<file path="config.mk">
export PLATFORM = sky130hd
export DESIGN_NAME = core_seq_fsm_flat
export DESIGN_NICKNAME = d
export VERILOG_FILES = /design/src/rtl/core_seq_fsm_if.sv /design/src/rtl/core_seq_fsm.sv /design/src/flat_wrapper.sv
export SDC_FILE = /design/constraint.sdc
export NUM_CORES = 1
export LEC_CHECK = 0
export BUFFER_PORTS_ARGS = -buffer_cell sky130_fd_sc_hd__clkbuf_2
export CAP_MARGIN = 20
export CORE_UTILIZATION = 46
export DETAILED_ROUTE_END_ITERATION = 10
export GPL_ROUTABILITY_DRIVEN = 1
export PLACE_DENSITY = 0.86
export RECOVER_POWER = 50
export SLEW_MARGIN = 20
export SYNTH_ARGS = -nofsm -noshare
export SYNTH_HDL_FRONTEND = slang
export SYNTH_SLANG_ARGS = --single-unit
</file>
<file path="constraint.sdc">
create_clock -name clk_i -period 1.82 [get_ports clk_i]
set_input_delay 0.364 -clock clk_i [delete_from_list [all_inputs] [get_ports clk_i]]
set_output_delay 0.364 -clock clk_i [all_outputs]
set_load 0.05 [all_outputs]
</file>
<file path="src/rtl/core_seq_fsm_if.sv">
// Memory-side handshake bundle for the core sequencer: instruction fetch and
// data access. The sequencer is the master; the memory model or fabric is the slave.
interface core_seq_fsm_if;
  logic        imem_req_o;
  logic        imem_valid_i;
  logic [31:0] imem_rdata_i;
  logic        dmem_req_o;
  logic        dmem_we_o;
  logic        dmem_ready_i;

  modport master (
    output imem_req_o, dmem_req_o, dmem_we_o,
    input  imem_valid_i, imem_rdata_i, dmem_ready_i
  );

  modport slave (
    input  imem_req_o, dmem_req_o, dmem_we_o,
    output imem_valid_i, imem_rdata_i, dmem_ready_i
  );
endinterface

</file>
<file path="src/rtl/core_seq_fsm.sv">
// Multi-cycle core sequencer: IDLE/FETCH/DECODE/EXEC/MEM/WB with a sticky TRAP
// for illegal opcodes and memory-wait timeouts. Counts retired instructions.
module core_seq_fsm #(
  parameter logic [7:0] WDT_MAX = 8'd255
) (
  input  logic                 clk_i,
  input  logic                 cntrst_i,
  input  logic                 start_i,
  input  logic                 stop_i,
  input  logic                 clear_i,
  core_seq_fsm_if.master       mem,
  output logic [31:0]          ir_o,
  input  logic                 rwr_en_i,
  output logic                 rf_we_o,
  output logic                 pc_en_o,
  output logic                 illegal_o,
  output logic [2:0]           state_o,
  output logic [31:0]          instr_cnt_o
);

  typedef enum logic [2:0] {
    IDLE   = 3'd0,
    FETCH  = 3'd1,
    DECODE = 3'd2,
    EXEC   = 3'd3,
    MEM    = 3'd4,
    WB     = 3'd5,
    TRAP   = 3'd7
  } state_e;

  state_e      state_q, state_d;
  logic [31:0] ir_q;
  logic [31:0] instr_cnt_q;
  logic [7:0]  wait_q;
  logic        illegal_q;

  logic [6:0]  opcode;
  logic        is_load, is_store, is_legal;
  logic        timeout;
  logic        store_done;

  assign opcode   = ir_q[6:0];
  assign is_load  = (opcode == 7'h03);
  assign is_store = (opcode == 7'h23);

  // Opcode whitelist checked in DECODE.
  always_comb begin
    is_legal = 1'b0;
    case (opcode)
      7'h03, 7'h13, 7'h1B, 7'h67, 7'h23,
      7'h63, 7'h37, 7'h17, 7'h6F, 7'h33: is_legal = 1'b1;
      default:                           is_legal = 1'b0;
    endcase
  end

  // wait_q is 0 in the first waiting cycle, so the WDT_MAX-th waiting cycle
  // without a handshake is the last one before trapping.
  assign timeout    = (wait_q == WDT_MAX - 8'd1);
  assign store_done = (state_q == MEM) && mem.dmem_ready_i && is_store;

  // State register.
  always_ff @(posedge clk_i or negedge cntrst_i) begin
    if (!cntrst_i) state_q <= IDLE;
    else           state_q <= state_d;
  end

  // Next-state logic; stop_i is only looked at when an instruction retires.
  always_comb begin
    state_d = state_q;
    case (state_q)
      IDLE:   if (start_i) state_d = FETCH;
      FETCH: begin
        if (mem.imem_valid_i) state_d = DECODE;
        else if (timeout)     state_d = TRAP;
      end
      DECODE: begin
        if (!is_legal)                state_d = TRAP;
        else if (is_load || is_store) state_d = MEM;
        else                          state_d = EXEC;
      end
      EXEC:   state_d = WB;
      MEM: begin
        if (mem.dmem_ready_i) begin
          if (is_store) state_d = stop_i ? IDLE : FETCH;
          else          state_d = WB;
        end else if (timeout) begin
          state_d = TRAP;
        end
      end
      WB:     state_d = stop_i ? IDLE : FETCH;
      TRAP:   if (clear_i) state_d = IDLE;
      default: state_d = TRAP;
    endcase
  end

  // Output decode; TRAP and the unused code fall through to all-zero.
  always_comb begin
    mem.imem_req_o = (state_q == FETCH);
    mem.dmem_req_o = (state_q == MEM);
    mem.dmem_we_o  = (state_q == MEM) && is_store;
    rf_we_o        = (state_q == WB) && (rwr_en_i || is_load);
    pc_en_o        = (state_q == WB) || store_done;
  end

  // Datapath registers: instruction latch, retire counter, wait watchdog, trap flag.
  always_ff @(posedge clk_i or negedge cntrst_i) begin
    if (!cntrst_i) begin
      ir_q        <= '0;
      instr_cnt_q <= '0;
      wait_q      <= '0;
      illegal_q   <= 1'b0;
    end else begin
      if (state_q == FETCH && mem.imem_valid_i) ir_q <= mem.imem_rdata_i;
      if (pc_en_o) instr_cnt_q <= instr_cnt_q + 32'd1;
      if (state_d != state_q)                      wait_q <= '0;
      else if (state_q == FETCH || state_q == MEM) wait_q <= wait_q + 8'd1;
      if (state_d == TRAP)                         illegal_q <= 1'b1;
      else if (state_q == TRAP && clear_i)         illegal_q <= 1'b0;
    end
  end

  assign ir_o        = ir_q;
  assign illegal_o   = illegal_q;
  assign state_o     = state_q;
  assign instr_cnt_o = instr_cnt_q;

endmodule

</file>
<file path="src/flat_wrapper.sv">
// flat-port wrapper written by rule: the top's interface ports become plain ports
module core_seq_fsm_flat 
#(
  parameter logic [7:0] WDT_MAX = 8'd255
)
  (clk_i, cntrst_i, start_i, stop_i, clear_i, ir_o, rwr_en_i, rf_we_o, pc_en_o, illegal_o, state_o, instr_cnt_o, mem_imem_req_o, mem_dmem_req_o, mem_dmem_we_o, mem_imem_valid_i, mem_imem_rdata_i, mem_dmem_ready_i);
  core_seq_fsm_if mem_i ();
  input  logic clk_i;
  input  logic cntrst_i;
  input  logic start_i;
  input  logic stop_i;
  input  logic clear_i;
  output logic [31:0] ir_o;
  input  logic rwr_en_i;
  output logic rf_we_o;
  output logic pc_en_o;
  output logic illegal_o;
  output logic [2:0] state_o;
  output logic [31:0] instr_cnt_o;
  output wire logic [$bits(mem_i.imem_req_o)-1:0] mem_imem_req_o;
  output wire logic [$bits(mem_i.dmem_req_o)-1:0] mem_dmem_req_o;
  output wire logic [$bits(mem_i.dmem_we_o)-1:0] mem_dmem_we_o;
  input wire logic [$bits(mem_i.imem_valid_i)-1:0] mem_imem_valid_i;
  input wire logic [$bits(mem_i.imem_rdata_i)-1:0] mem_imem_rdata_i;
  input wire logic [$bits(mem_i.dmem_ready_i)-1:0] mem_dmem_ready_i;
  assign mem_imem_req_o = mem_i.imem_req_o;
  assign mem_dmem_req_o = mem_i.dmem_req_o;
  assign mem_dmem_we_o = mem_i.dmem_we_o;
  assign mem_i.imem_valid_i = mem_imem_valid_i;
  assign mem_i.imem_rdata_i = mem_imem_rdata_i;
  assign mem_i.dmem_ready_i = mem_dmem_ready_i;
  core_seq_fsm #(.WDT_MAX(WDT_MAX)) u_core (.clk_i(clk_i), .cntrst_i(cntrst_i), .start_i(start_i), .stop_i(stop_i), .clear_i(clear_i), .mem(mem_i), .ir_o(ir_o), .rwr_en_i(rwr_en_i), .rf_we_o(rf_we_o), .pc_en_o(pc_en_o), .illegal_o(illegal_o), .state_o(state_o), .instr_cnt_o(instr_cnt_o));
endmodule
</file>
==> results.md <==
- Combinational share of power: 0.580
- Worst vdd ir: 1.41 mV
- Max H-tree Level: 3
- Post-synth ARST share: 1.00
- Sw frac: 0.473
- Post-Route M1 WL: 4110 µm
- Number of synthesized flops with an enable pin: 0
- Syn nets: 357
- Worst Path Arrival: 1.78 ns
- Setup Crit Path Kind: reg2out
- Area after DPL: 4790 µm²
- Initial drt markers: 245
- DR WL met2: 4610 µm
- Fmax: 466 MHz
- Post-synthesis adder-cell area fraction: 0.0103
- Layout cells sized above 1: 0.568
- Final worst slack: -0.324 ns
- Post-Synthesis Cells: 314
- Total net switching power: 4.37 mW
- Largest family of logic cells by synthesized area: simple AND/OR/NAND/NOR gates
- Count of endpoints failing setup in the final report: 39
- Area grow syn2layout: 50.8%
- Power share of the clock group: 0.145
- Period utilisation layout: 1.18
- Startpoint Class: flip-flop
- DRT Pass-1 Iters: 4
- Routability Congestion: 0.919
- Fin. Hold Viols: 0
- Total track usage: 0.230
- Vias/cell: 5.33
- Met3 WL: 560 µm
- Inserted Diodes: 0
- Core area: 7690 µm²
- Drt drc: 0
- Final Max Slew Viols: 0
- Clock buffer depth: 2
- Post-layout net count: 529
- RSZ-0062 raised after global routing: true
- Dominant cell type by area after synthesis: dfrtp_1
- Crit. End Element: output pin
- Drt wl/cell: 16.1 µm
- Fin area: 5510 µm²
- Clk_lat worst skew: 0.35 ns
- Hold_ws: 0.229 ns
- Final min period: 2.14 ns
- Overall power: 9.24 mW
- Top_reg_cell synth: dfrtp_1
- Setup Skew: 0.0130 ns
- Status: complete, but fails checks
- Post-synthesis simple-gate area fraction: 0.196
- WL final: 9540 µm
- Die X: 91.1 µm
- Port bufs: 112
- P per Cell Area: 1680 nW/µm²
- Die height: 91.1 µm
- Die area: 8300 µm²
- Global route overflow: 0
- First-pass GRT wire length: 15000 µm
- Synth top area share: 0.521
- ANT nets after route: 0
- Yosys reg bits: 76
- Clock sinks: 76
- Yosys warns: 0
- Final core utilization: 0.717
- Register area share after synthesis: 0.521
- LEAKAGE: 2.69 nW
- Post-Synth XOR/XNOR Area: 0.0935
- Synth cell types: 50
- Number of global-route vias before repair: 3129
- CTS tree: done
- Total CTS buffers: 9
- DP HPWL: 6360 µm
- Max-cap viol count: 0
- Post-synthesis mux area share: 0.0925
- Worst Hold Class: in2reg
- Flop pwr share: 0.274
- Starting density of the core: 0.475
- I/O pins: 113
- Worst slew pin tran: 0.667 ns
- Top post-synthesis cells by area: dfrtp_1 (52%), mux2_2 (9.2%), xnor2_1 (4.8%)
- Root buf cell: clkbuf_8
- Final Non-Filler Cells: 593
- Max Used Layer: met4
- Internal Pwr Total: 4.86 mW
- Vias after detailed routing: 3163
- Failing checks: negative setup slack
- Rows: 32
- CTS clk-pin slew, worst paths: 0.07 ns
- Initial antenna violation count: 0
- Pin count of the biggest net entering global routing: 38
- Slew HR: 0.556
- Synth Area in Compound Gates: 0.0582
- Mapped Area: 3650 µm²
- Cells after DPL: 550
- Worst reg2reg setup slack: -0.31 ns
- Mapped Avg Cell Area: 11.6 µm²
- CP max FO: 3
- Worst EP required: 1.46 ns
area by class of cell:
type	count	area, µm²
fill	531	2180
tap	102	128
inverter	11	41.3
multi-input combinational	215	2000
clock buffer	10	138
clock inverter	6	70.1
sequential	76	1930
timing repair buffer	173	1210
state kept, by name (all words and copies together), names as in the netlist:
name and count:
u_core.ir_o 32, u_core.wait_q 8, u_core.state_o 3, u_core.illegal_o 1, u_core.instr_cnt_o 32
cell families (layout without fill, tap and decap cells):
| family | count (synthesis) | in the layout |
|---|---|---|
| compound gates | 27 | 27 |
| buf+inv | 23 | 200 |
| flops | 76 | 76 |
| mux | 30 | 30 |
| xor+xnor | 39 | 39 |
| simple gates | 116 | 116 |
| fa+ha+maj | 3 | 3 |
per-stage QoR:
step / setup WS, ns / TNS (ns)
after floorplan: -0.253 / -4.65
after global placement: -0.0296 / -0.0570
after detailed placement: -0.115 / -0.830
after CTS: -0.277 / -6.57
after global routing: -0.383 / -14.17
final: -0.324 / -8.34
cell usage after synthesis, drive strengths merged, types with 4 or more instances:
master / count
and3: 6
buf: 11
dfrtp: 76
inv: 11
mux2: 30
nand2: 20
nand3: 13
nand4: 16
nor2: 16
nor3: 19
nor3b: 4
o21ai: 8
xnor2: 20
xor2: 19
power by group through the flow:
stage	Clock [mW]	Combinational (mW)	Sequential, mW
floorplan	0	1.62	4.10
global placement	0	4.32	2.55
detailed placement	0	4.40	2.59
CTS	1.36	4.95	2.53
global route	1.43	5.62	2.60
finish	1.34	5.36	2.53
worst paths after layout:
path / from / to / depth (start not counted)
worst max-delay path: u_core.ir_o[2] / mem_dmem_we_o / 5
worst min-delay path: mem_imem_rdata_i[4] / u_core.ir_o[4] / 3
worst min register to register: u_core.instr_cnt_o[14] / u_core.instr_cnt_o[14] / 1
max in group asynchronous: cntrst_i / u_core.ir_o[5] / 3
min in group asynchronous: cntrst_i / u_core.ir_o[21] / 2
worst max register to register: u_core.ir_o[2] / u_core.wait_q[0] / 9
cell usage in the layout (no fill, tap or decap), types with 4 or more instances in the layout:
master    count
and3_1        4
buf_12        7
buf_4        38
buf_6        14
clkbuf_1     12
clkbuf_2     96
clkbuf_8     10
dfrtp_1      57
dfrtp_2      19
inv_1        11
mux2_2       30
nand2_1      17
nand3_1      13
nand4_1      14
nor2_1        7
nor2_4        7
nor3_2        7
nor3_4       10
nor3b_4       4
o21ai_0       6
xnor2_1      20
xor2_1       19
critical path, cell delays in order (launching register included):
cell and delay (ns):
dfrtp_2 0.42, buf_6 0.12, and4bb_2 0.32, and3_4 0.22, and3_4 0.20, clkbuf_16 0.16
per-layer routing:
layer / up-vias / GRT usage
li1: 1469 / -
met1: 1544 / 0.295
met2: 124 / 0.385
met3: 26 / 0.0486
met4: 0 / 0.0833
met5: - / 0
repair_timing:
| item | 4_1_cts | 5_1_grt |
|---|---|---|
| gates resized for setup | 38 | 25 |
| hold buffers | 1 | 0 |
| endpoints found under the setup margin | 22 | 41 |
| cloned | 1 | 0 |
| pin swaps | 27 | 26 |
| hold endpoints to repair | 27 | 0 |
| setup buffers | 14 | 12 |
Note: power is estimated with default switching activity, not from simulation.
